File: src/rtl/param_stack_if.sv
// param_stack_if: push/pop handshake and status bundle for param_stack
// Parameters: DATA_W word width, DEPTH entries; CNT_W is the derived count width.
// master drives push, pop, din and clr_err; slave drives dout, dout_valid,
// count, full, empty, overflow, underflow and hwm.
interface param_stack_if #(
  parameter int DATA_W = 8,
  parameter int DEPTH  = 16
);
  localparam int CNT_W = $clog2(DEPTH + 1);
  logic              push;
  logic              pop;
  logic              clr_err;
  logic [DATA_W-1:0] din;
  logic [DATA_W-1:0] dout;
  logic              dout_valid;
  logic [CNT_W-1:0]  count;
  logic              full;
  logic              empty;
  logic              overflow;
  logic              underflow;
  logic [CNT_W-1:0]  hwm;
  modport master (
    output push, pop, clr_err, din,
    input  dout, dout_valid, count, full, empty, overflow, underflow, hwm
  );
  modport slave (
    input  push, pop, clr_err, din,
    output dout, dout_valid, count, full, empty, overflow, underflow, hwm
  );
endinterface

File: src/rtl/param_stack.sv
// param_stack: parametrised LIFO with sticky overflow/underflow flags
// Ports: clk, rst (sync, active-high), bus (param_stack_if.slave).
// Optional build macro PARAM_STACK_HWM_EN adds a high-water-mark register on
// bus.hwm; without it bus.hwm is tied to 0.
module param_stack #(
  parameter int DATA_W = 8,
  parameter int DEPTH  = 16
) (
  input logic          clk,
  input logic          rst,
  param_stack_if.slave bus
);
  localparam int CNT_W = $clog2(DEPTH + 1);
  localparam int IW    = $clog2(DEPTH);
  logic [DATA_W-1:0] mem_q [DEPTH];
  logic [DATA_W-1:0] mem_d [DEPTH];
  logic [CNT_W-1:0]  count_q, count_d;
  logic [DATA_W-1:0] dout_q, dout_d;
  logic              dout_valid_q, dout_valid_d;
  logic              overflow_q, overflow_d;
  logic              underflow_q, underflow_d;
  logic              full, empty, replace, push_ok, pop_ok;
  logic [IW-1:0]     top, wa;
  assign full    = count_q == CNT_W'(DEPTH);
  assign empty   = count_q == '0;
  // push+pop on a non-empty stack swaps the top word instead of moving count
  assign replace = bus.push & bus.pop & ~empty;
  // push+pop on empty still accepts the push; only the pop is rejected
  assign push_ok = bus.push & (bus.pop ? empty : ~full);
  assign pop_ok  = bus.pop & ~bus.push & ~empty;
  assign top     = IW'(count_q - CNT_W'(1));
  assign wa      = replace ? top : IW'(count_q);
  always_comb begin
    mem_d = mem_q;
    if (!rst && (push_ok || replace)) mem_d[wa] = bus.din;
    count_d      = rst ? '0 : push_ok ? count_q + CNT_W'(1) : pop_ok ? count_q - CNT_W'(1) : count_q;
    dout_d       = rst ? '0 : (replace | pop_ok) ? mem_q[top] : dout_q;
    dout_valid_d = ~rst & (replace | pop_ok);
    overflow_d   = ~rst & ~bus.clr_err & (overflow_q | (bus.push & ~bus.pop & full));
    underflow_d  = ~rst & ~bus.clr_err & (underflow_q | (bus.pop & empty));
  end
  always_ff @(posedge clk) begin
    mem_q        <= mem_d;
    count_q      <= count_d;
    dout_q       <= dout_d;
    dout_valid_q <= dout_valid_d;
    overflow_q   <= overflow_d;
    underflow_q  <= underflow_d;
  end
`ifdef PARAM_STACK_HWM_EN
  logic [CNT_W-1:0] hwm_q, hwm_d;
  always_comb hwm_d = rst ? '0 : (count_d > hwm_q) ? count_d : hwm_q;
  always_ff @(posedge clk) hwm_q <= hwm_d;
  assign bus.hwm = hwm_q;
`else
  assign bus.hwm = '0;
`endif
  assign bus.dout       = dout_q;
  assign bus.dout_valid = dout_valid_q;
  assign bus.count      = count_q;
  assign bus.full       = full;
  assign bus.empty      = empty;
  assign bus.overflow   = overflow_q;
  assign bus.underflow  = underflow_q;
endmodule
File: src/flat_wrapper.sv
// flat-port wrapper written by rule: the top's interface ports become plain ports
module param_stack_flat 
#(
  parameter int DATA_W = 8,
  parameter int DEPTH  = 16
)
  (clk, rst, bus_push, bus_pop, bus_clr_err, bus_din, bus_dout, bus_dout_valid, bus_count, bus_full, bus_empty, bus_overflow, bus_underflow, bus_hwm);
  param_stack_if #(.DATA_W(DATA_W), .DEPTH(DEPTH)) bus_i ();
  input logic clk;
  input logic rst;
  input wire logic [$bits(bus_i.push)-1:0] bus_push;
  input wire logic [$bits(bus_i.pop)-1:0] bus_pop;
  input wire logic [$bits(bus_i.clr_err)-1:0] bus_clr_err;
  input wire logic [$bits(bus_i.din)-1:0] bus_din;
  output wire logic [$bits(bus_i.dout)-1:0] bus_dout;
  output wire logic [$bits(bus_i.dout_valid)-1:0] bus_dout_valid;
  output wire logic [$bits(bus_i.count)-1:0] bus_count;
  output wire logic [$bits(bus_i.full)-1:0] bus_full;
  output wire logic [$bits(bus_i.empty)-1:0] bus_empty;
  output wire logic [$bits(bus_i.overflow)-1:0] bus_overflow;
  output wire logic [$bits(bus_i.underflow)-1:0] bus_underflow;
  output wire logic [$bits(bus_i.hwm)-1:0] bus_hwm;
  assign bus_i.push = bus_push;
  assign bus_i.pop = bus_pop;
  assign bus_i.clr_err = bus_clr_err;
  assign bus_i.din = bus_din;
  assign bus_dout = bus_i.dout;
  assign bus_dout_valid = bus_i.dout_valid;
  assign bus_count = bus_i.count;
  assign bus_full = bus_i.full;
  assign bus_empty = bus_i.empty;
  assign bus_overflow = bus_i.overflow;
  assign bus_underflow = bus_i.underflow;
  assign bus_hwm = bus_i.hwm;
  param_stack #(.DATA_W(DATA_W), .DEPTH(DEPTH)) u_core (.clk(clk), .rst(rst), .bus(bus_i));
endmodule
File: config.mk
export PLATFORM = sky130hd
export DESIGN_NAME = param_stack_flat
export DESIGN_NICKNAME = d
export VERILOG_FILES = /design/src/rtl/param_stack_if.sv /design/src/rtl/param_stack.sv /design/src/flat_wrapper.sv
export SDC_FILE = /design/constraint.sdc
export NUM_CORES = 1
export LEC_CHECK = 0
export CAP_MARGIN = 30
export CORE_ASPECT_RATIO = 0.7
export CORE_MARGIN = 5
export CORE_UTILIZATION = 60
export CTS_CLUSTER_SIZE = 10
export DETAILED_ROUTE_END_ITERATION = 7
export DONT_BUFFER_PORTS = 1
export HOLD_SLACK_MARGIN = 0.05
export PLACE_DENSITY_LB_ADDON = 0.25
export SETUP_SLACK_MARGIN = 0.1
export SYNTH_ARGS = -nofsm -noshare
export SYNTH_HDL_FRONTEND = slang
export SYNTH_SLANG_ARGS = --single-unit
File: constraint.sdc
create_clock -name clk -period 4.55 [get_ports clk]
set_input_delay 0.91 -clock clk [delete_from_list [all_inputs] [get_ports clk]]
set_output_delay 0.91 -clock clk [all_outputs]
set_load 0.01 [all_outputs]
==> results of run 1 <==
==> through the flow <==
| step | cell area, sq um | hold slack, ps | std cells | setup slack (ps) |
|---|---|---|---|---|
| finish | 6660 | 525 | 495 | 1190 |
| global route | 6660 | 542 | 495 | 1010 |
| CTS | 6650 | 531 | 494 | 1190 |
| detailed placement | 6070 | 517 | 462 | 1230 |
| global placement | 6050 | 512 | 461 | 1320 |
| floorplan | 5990 | 497 | 354 | 1130 |
==> cell usage after synthesis (5+ instances only) <==
| master | instances | share of area, % |
|---|---|---|
| a21o_1 | 8 | 1.0 |
| a21oi_1 | 6 | 0.50 |
| a31oi_1 | 5 | 0.52 |
| buf_2 | 8 | 0.67 |
| buf_4 | 6 | 0.75 |
| clkbuf_1 | 5 | 0.31 |
| dfxtp_1 | 16 | 5.4 |
| edfxtp_1 | 128 | 64 |
| inv_1 | 7 | 0.44 |
| mux2i_1 | 41 | 6.9 |
| mux4_2 | 23 | 8.7 |
| nand2_1 | 6 | 0.38 |
| nor2_1 | 23 | 1.4 |
| o22ai_1 | 8 | 0.84 |
==> routing by layer <==
layer	global-route usage (%)	wire (um)	up-vias
met2	32.5	5800	203
li1	-	-	1410
met4	6.73	198	0
met1	32.9	5330	1641
met5	0	0	-
met3	7.76	1430	20
==> cell type report <==
| class | instances | area, sq um |
|---|---|---|
| Clock buffer | 18 | 439 |
| Clock inverter | 14 | 141 |
| Fill cell | 622 | 3070 |
| Inverter | 8 | 30.0 |
| Multi-Input combinational cell | 178 | 1680 |
| Sequential cell | 144 | 4160 |
| Tap cell | 128 | 160 |
| Timing Repair Buffer | 5 | 45.0 |
==> kinds of logic after synthesis <==
family	share of synthesized area [%]
other	0.0628
flip-flops	69.7
buffers and inverters	2.68
AND/OR/NAND/NOR	5.01
AO/OA/AOI/OAI	5.57
XOR/XNOR	0.586
multiplexers	16.0
adder cells (fa/ha/maj)	0.419
==> state kept, by name, indices dropped and copies added, names as in the netlist <==
signal / cells
u_core.mem_q: 128
u_core.bus.dout_valid: 1
u_core.bus.overflow: 1
u_core.bus.count: 5
u_core.bus.underflow: 1
u_core.bus.dout: 8
==> power by group through the flow <==
stage / logic, mW / clock network [mW] / registers, mW
final: 0.670 / 1.34 / 1.53
after CTS: 0.668 / 1.35 / 1.54
after detailed placement: 0.660 / 0 / 1.56
after global placement: 0.642 / 0 / 1.56
after floorplan: 0.520 / 0 / 1.55
after global routing: 0.712 / 1.42 / 1.54
==> worst max path at each step <==
stage                            endpoint  slack [ps]  cells past startpoint
6_report       u_core.mem_q[34]$_DFFE_PP_        1190                      7
5_1_grt        u_core.mem_q[47]$_DFFE_PP_        1010                      7
4_1_cts        u_core.mem_q[34]$_DFFE_PP_        1190                      7
3_5_place_dp   u_core.mem_q[34]$_DFFE_PP_        1230                      7
3_3_place_gp   u_core.mem_q[49]$_DFFE_PP_        1320                      7
2_1_floorplan  u_core.mem_q[56]$_DFFE_PP_        1130                      9
==> results.sh, run 1 <==
export IMPL_swShare_pct=26.6
export IMPL_dr_total_vias=3274
export IMPL_die_width_um=129
export IMPL_p_leak_nw=2.27
export IMPL_ys_warn_count=0
export IMPL_htree_levels=4
export IMPL_clkTransAtPathRegs_ps=60
export IMPL_dr_pass1_iters=5
export IMPL_die_area_sq_mm=0.0121
export IMPL_cts_made_buffers=17
export IMPL_worstSkewPairLatency_ps=420
export IMPL_min_path_cells=1
export IMPL_p_total_mw=3.55
export IMPL_p_per_area_mw_per_mm2=533
export IMPL_setup_violations=0
export IMPL_die_h_um=93.5
export IMPL_rsz0062_at_grt="no"
export IMPL_clock_sinks=144
export IMPL_routedWlPerCell_um=25.8
export IMPL_path_buf_inv=2
export IMPL_hold_end="u_core.bus.dout[4]$_SDFFE_PP0P_"
export IMPL_switchingPower_mw=0.945
export IMPL_hold_class="reg -> reg"
export IMPL_syn_area_sq_mm=0.00597
export IMPL_synth_cell_type_count=52
export IMPL_finalCritPeriodShare_pct=73.8
export IMPL_drive_gt1_share_pct=18.0
export IMPL_final_cell_mix="edfxtp_1, mux2i_1, nor2_1, mux4_2, clkbuf_16"
export IMPL_combPwrFrac_pct=18.9
export IMPL_drt_total_wl_um=12800
export IMPL_synth_async_reset_ratio_pct=0
export IMPL_final_util_pct=68.5
export IMPL_cp_arrival_ps=3400
export IMPL_critPathKind="reg -> reg"
export IMPL_ir_worst_vdd_mv=0.300
export IMPL_dp_hpwl_um=8170
export IMPL_finalHoldViolations=0
export IMPL_synth_top_flop_cell="edfxtp_1"
export IMPL_slew_headroom_pct=34.2
export IMPL_end_kind="register"
export IMPL_slew_viol_final=0
export IMPL_grt_overflow_total=0
export IMPL_cts_setup_buffers=0
export IMPL_min_period_ps=3360
export IMPL_synth_edf_count=128
export IMPL_drc=0
export IMPL_cts_hold_buf=0
export IMPL_drv_cap=0
export IMPL_start_util_pct=61.5
export IMPL_timing_rr_end="u_core.mem_q[34]$_DFFE_PP_"
export IMPL_grt_pass1_vias=3241
export IMPL_cts_tree="built"
export IMPL_final_nets=369
export IMPL_crit_required_ps=4590
export IMPL_rows=30
export IMPL_grt_max_degree=30
export IMPL_fin_skew_ps=10.1
export IMPL_ys_seq_area_share_pct=69.7
export IMPL_cp_startpoint="u_core.bus.count[0]$_SDFFE_PP0P_"
export IMPL_r2r_start="u_core.bus.count[0]$_SDFFE_PP0P_"
export IMPL_avgSynthCellArea_sq_um=17.1
export IMPL_ys_ff_latch=144
export IMPL_dr_first_iter_drc_count=415
export IMPL_path_max_fanout=13
export IMPL_cts_resized=0
export IMPL_gp_congestion=0.844
export IMPL_portBuffers=0
export IMPL_max_freq_ghz=0.298
export IMPL_clock_power_share_pct=37.9
export IMPL_worst_pin_slew_ps=983
export IMPL_core_area_sq_mm=0.00972
export IMPL_syn_inst=350
export IMPL_antenna_found_initial=0
export IMPL_clock_root_buffer="clkbuf_16"
export IMPL_clock_path_buffers=2
export IMPL_status="complete, no violations"
export IMPL_crit_chain="inv_1 -> buf_4 -> ha_2 -> or4b_1 -> and4_4 -> or4b_4 -> nor2_1"
export IMPL_slowest_delay_ps=640
export IMPL_final_common_cell="edfxtp_1"
export IMPL_viasPerCell=6.61
export IMPL_ant_nets=0
export IMPL_crit_slowest_cell="nor2_1"
export IMPL_grt_usage_pct=22.6
export IMPL_reg2regPathDepth=7
export IMPL_pin_count=36
export IMPL_hold_start="u_core.bus.dout[4]$_SDFFE_PP0P_"
export IMPL_tns_ps=0
export IMPL_crit_family="simple AND/OR/NAND/NOR gates"
export IMPL_n_antenna_cell=0
export IMPL_grt_pass1_wl_um=19400
export IMPL_internal_power_mw=2.60
export IMPL_reg2reg_setup_slack_ps=1190
export IMPL_area_growth_pct=11.4
export IMPL_seqPwrFrac_pct=43.2
export IMPL_start_kind="register"
(Power assumes the default switching activity.)
==> run 2, diff against run 1 <==
--- a/config.mk
+++ b/config.mk
@@ -5,6 +5,7 @@
 export SDC_FILE = /design/constraint.sdc
 export NUM_CORES = 1
 export LEC_CHECK = 0
+export ABC_AREA = 1
 export CAP_MARGIN = 30
 export CORE_ASPECT_RATIO = 0.7
 export CORE_MARGIN = 5
==> constraint.sdc (replaced) <==
create_clock -name clk -period 3.4 [get_ports clk]
set_input_delay 0.68 -clock clk [delete_from_list [all_inputs] [get_ports clk]]
set_output_delay 0.68 -clock clk [all_outputs]
set_load 0.01 [all_outputs]
==> run 2 against run 1 <==
Compared with the run above: highest routed layer unchanged; non-clock buffer count grew 11; combinational power grew to 3.4 times the previous value; global-route usage grew 0.83 points; largest cell class unchanged; wire length grew 15%.
==> results.sh, run 2 <==
export IMPL_status="complete, no violations"
export IMPL_die_area_sq_mm=0.0132
export IMPL_min_period_ps=2740
export IMPL_ant_nets=0
export IMPL_end_kind="register"
export IMPL_combPwrFrac_pct=36.0
export IMPL_internal_power_mw=3.91
export IMPL_cts_setup_buffers=0
export IMPL_syn_inst=680
export IMPL_grtUsageMet1_pct=32.0
export IMPL_synth_edf_count=128
export IMPL_viasPerCell=5.31
export IMPL_area_growth_pct=10.5
export IMPL_whs_ps=320
export IMPL_antenna_found_initial=0
export IMPL_switchingPower_mw=2.43
export IMPL_worst_pin_slew_ps=804
export IMPL_dr_first_iter_drc_count=317
export IMPL_crit_required_ps=3450
export IMPL_drive_gt1_share_pct=10.3
export IMPL_synth_top_area_share_pct=58.2
export IMPL_regMostFlops="u_core.mem_q"
export IMPL_dr_total_vias=4517
export IMPL_ys_ff_latch=144
export IMPL_die_width_um=135
export IMPL_cts_made_buffers=17
export IMPL_grt_busiest_layer="met2"
export IMPL_worstSkewPairLatency_ps=430
export IMPL_grt_overflow_total=0
export IMPL_synth_common_cells="nand2_1, edfxtp_1, nand3_1"
export IMPL_largest_reg_flops=128
export IMPL_clock_path_buffers=2
export IMPL_finalCritPeriodShare_pct=80.7
export IMPL_drv_cap=0
export IMPL_clock_sinks=144
export IMPL_ys_warn_count=0
export IMPL_routedWlPerCell_um=17.3
export IMPL_max_freq_ghz=0.365
export IMPL_drc=0
export IMPL_syn_area_sq_mm=0.00660
export IMPL_fin_skew_ps=9.17
export IMPL_critPathKind="reg -> reg"
export IMPL_rows=32
export IMPL_cts_hold_buf=0
export IMPL_nFillCells=848
export IMPL_reg2reg_setup_slack_ps=660
export IMPL_core_area_sq_mm=0.0109
export IMPL_slew_viol_final=0
export IMPL_yosysMostFrequentCell="nand2_1"
export IMPL_multi_input_area_sq_mm=0.00189
export IMPL_grt_usage_pct=23.4
export IMPL_pin_count=36
export IMPL_clock_root_buffer="clkbuf_16"
export IMPL_start_kind="register"
export IMPL_gp_congestion=1.00
export IMPL_tns_ps=0
export IMPL_synth_top_area_cell="edfxtp_1"
export IMPL_cp_arrival_ps=2790
export IMPL_path_max_fanout=17
export IMPL_p_per_area_mw_per_mm2=869
export IMPL_final_seq_area_sq_mm=0.00417
export IMPL_die_h_um=97.8
export IMPL_seqPwrFrac_pct=34.6
export IMPL_final_cell_mix="nand2_1, edfxtp_1, nand3_1"
export IMPL_grt_pass1_wl_um=23200
export IMPL_grt_pass1_vias=4416
export IMPL_final_common_cell="nand2_1"
export IMPL_use_met2_pct=36.8
export IMPL_cts_tree="built"
export IMPL_p_leak_nw=3.11
export IMPL_dp_hpwl_um=9320
export IMPL_rsz0062_at_grt="no"
export IMPL_slew_headroom_pct=46.2
export IMPL_synth_async_reset_ratio_pct=0
export IMPL_ir_worst_vdd_mv=0.558
export IMPL_dr_pass1_iters=5
export IMPL_avgSynthCellArea_sq_um=9.71
export IMPL_use_met3_pct=5.92
export IMPL_n_antenna_cell=0
export IMPL_final_nets=699
export IMPL_drt_total_wl_um=14700
export IMPL_grt_max_degree=72
export IMPL_finalHoldViolations=0
export IMPL_synth_cell_type_count=31
export IMPL_start_util_pct=60.6
export IMPL_cts_resized=0
export IMPL_clock_power_share_pct=29.4
export IMPL_ys_seq_area_share_pct=63.1
export IMPL_setup_violations=0
export IMPL_synth_area_leaders="edfxtp_1, nand2_1, nand3_1"
export IMPL_hold_class="in -> reg"
export IMPL_htree_levels=4
export IMPL_portBuffers=0
export IMPL_clkTransAtPathRegs_ps=60
export IMPL_synth_top_flop_cell="edfxtp_1"
export IMPL_swShare_pct=38.3
==> run 2: changes by cell type after synthesis, sizes merged, moves of 9 or more <==
cell   previous run  this run
buf              19        28
nand3             1       102
nand2             6       246
mux4             24         0
mux2i            41         0
inv               7        88
==> run 2: kinds of logic after synthesis <==
family                     Yosys count  synth area share, %
and+or+nand+nor                    394                 26.2
buffers and inverters              125                 8.62
adders and majority gates            2                0.379
AOI/OAI and AO/OA                   10                0.796
xor gates and xnor gates             4                0.929
other                                1               0.0568
DFF                                144                 63.1
==> run 2: power groups by stage <==
stage               Sequential (mW)  Clock (mW)  Combinational (mW)
floorplan                      2.19           0                1.75
global placement               2.23           0                2.21
detailed placement             2.23           0                2.24
CTS                            2.20        1.87                2.26
global route                   2.21        1.96                2.53
finish                         2.20        1.86                2.28
==> run 2: worst paths after layout <==
kind | end | depth (start not counted) | start
worst max-delay path | u_core.mem_q[31]$_DFFE_PP_ | 9 | u_core.bus.count[1]$_SDFFE_PP0P_
worst min-delay path | u_core.bus.dout_valid$_DFF_P_ | 1 | rst
worst max register to register | u_core.mem_q[31]$_DFFE_PP_ | 9 | u_core.bus.count[1]$_SDFFE_PP0P_
worst min register to register | u_core.bus.underflow$_DFF_P_ | 2 | u_core.bus.underflow$_DFF_P_
==> run 2: cell type report <==
cell class,instances,share of cell area (%)
repair buffers,16,1.65
clock inverters,11,1.94
clock buffers,21,6.17
inverters,90,4.73
multi-input cells,415,25.8
flip-flops and latches,144,57.1
well taps,153,2.62
==> run 2: worst max-delay path: stages, from the launching register on <==
cell	delay, ps
dfxtp_1	470
inv_1	140
ha_1	360
xnor2_2	190
buf_4	230
nand4_1	100
nand2_2	80
inv_1	70
nand2_1	90
nor2_1	640
==> run 2: through the flow <==
stage | total power [mW] | std cells | utilization [%] | instance area, sq um | setup WS [ps]
3_5_place_dp | 4.47 | 818 | 61.6 | 6710 | 667
6_report | 6.35 | 850 | 67.0 | 7300 | 657
4_1_cts | 6.33 | 850 | 67.0 | 7300 | 656
2_1_floorplan | 3.94 | 684 | - | 6620 | 530
5_1_grt | 6.70 | 850 | 67.0 | 7300 | 456
3_3_place_gp | 4.44 | 818 | 61.6 | 6710 | 759
==> run 2: routing by layer <==
layer  up-vias  part of all wire (%)
met5         -                     0
met4         0                   1.5
met3        20                   6.2
met2       137                    48
met1      2160                    45
li1       2200                     -
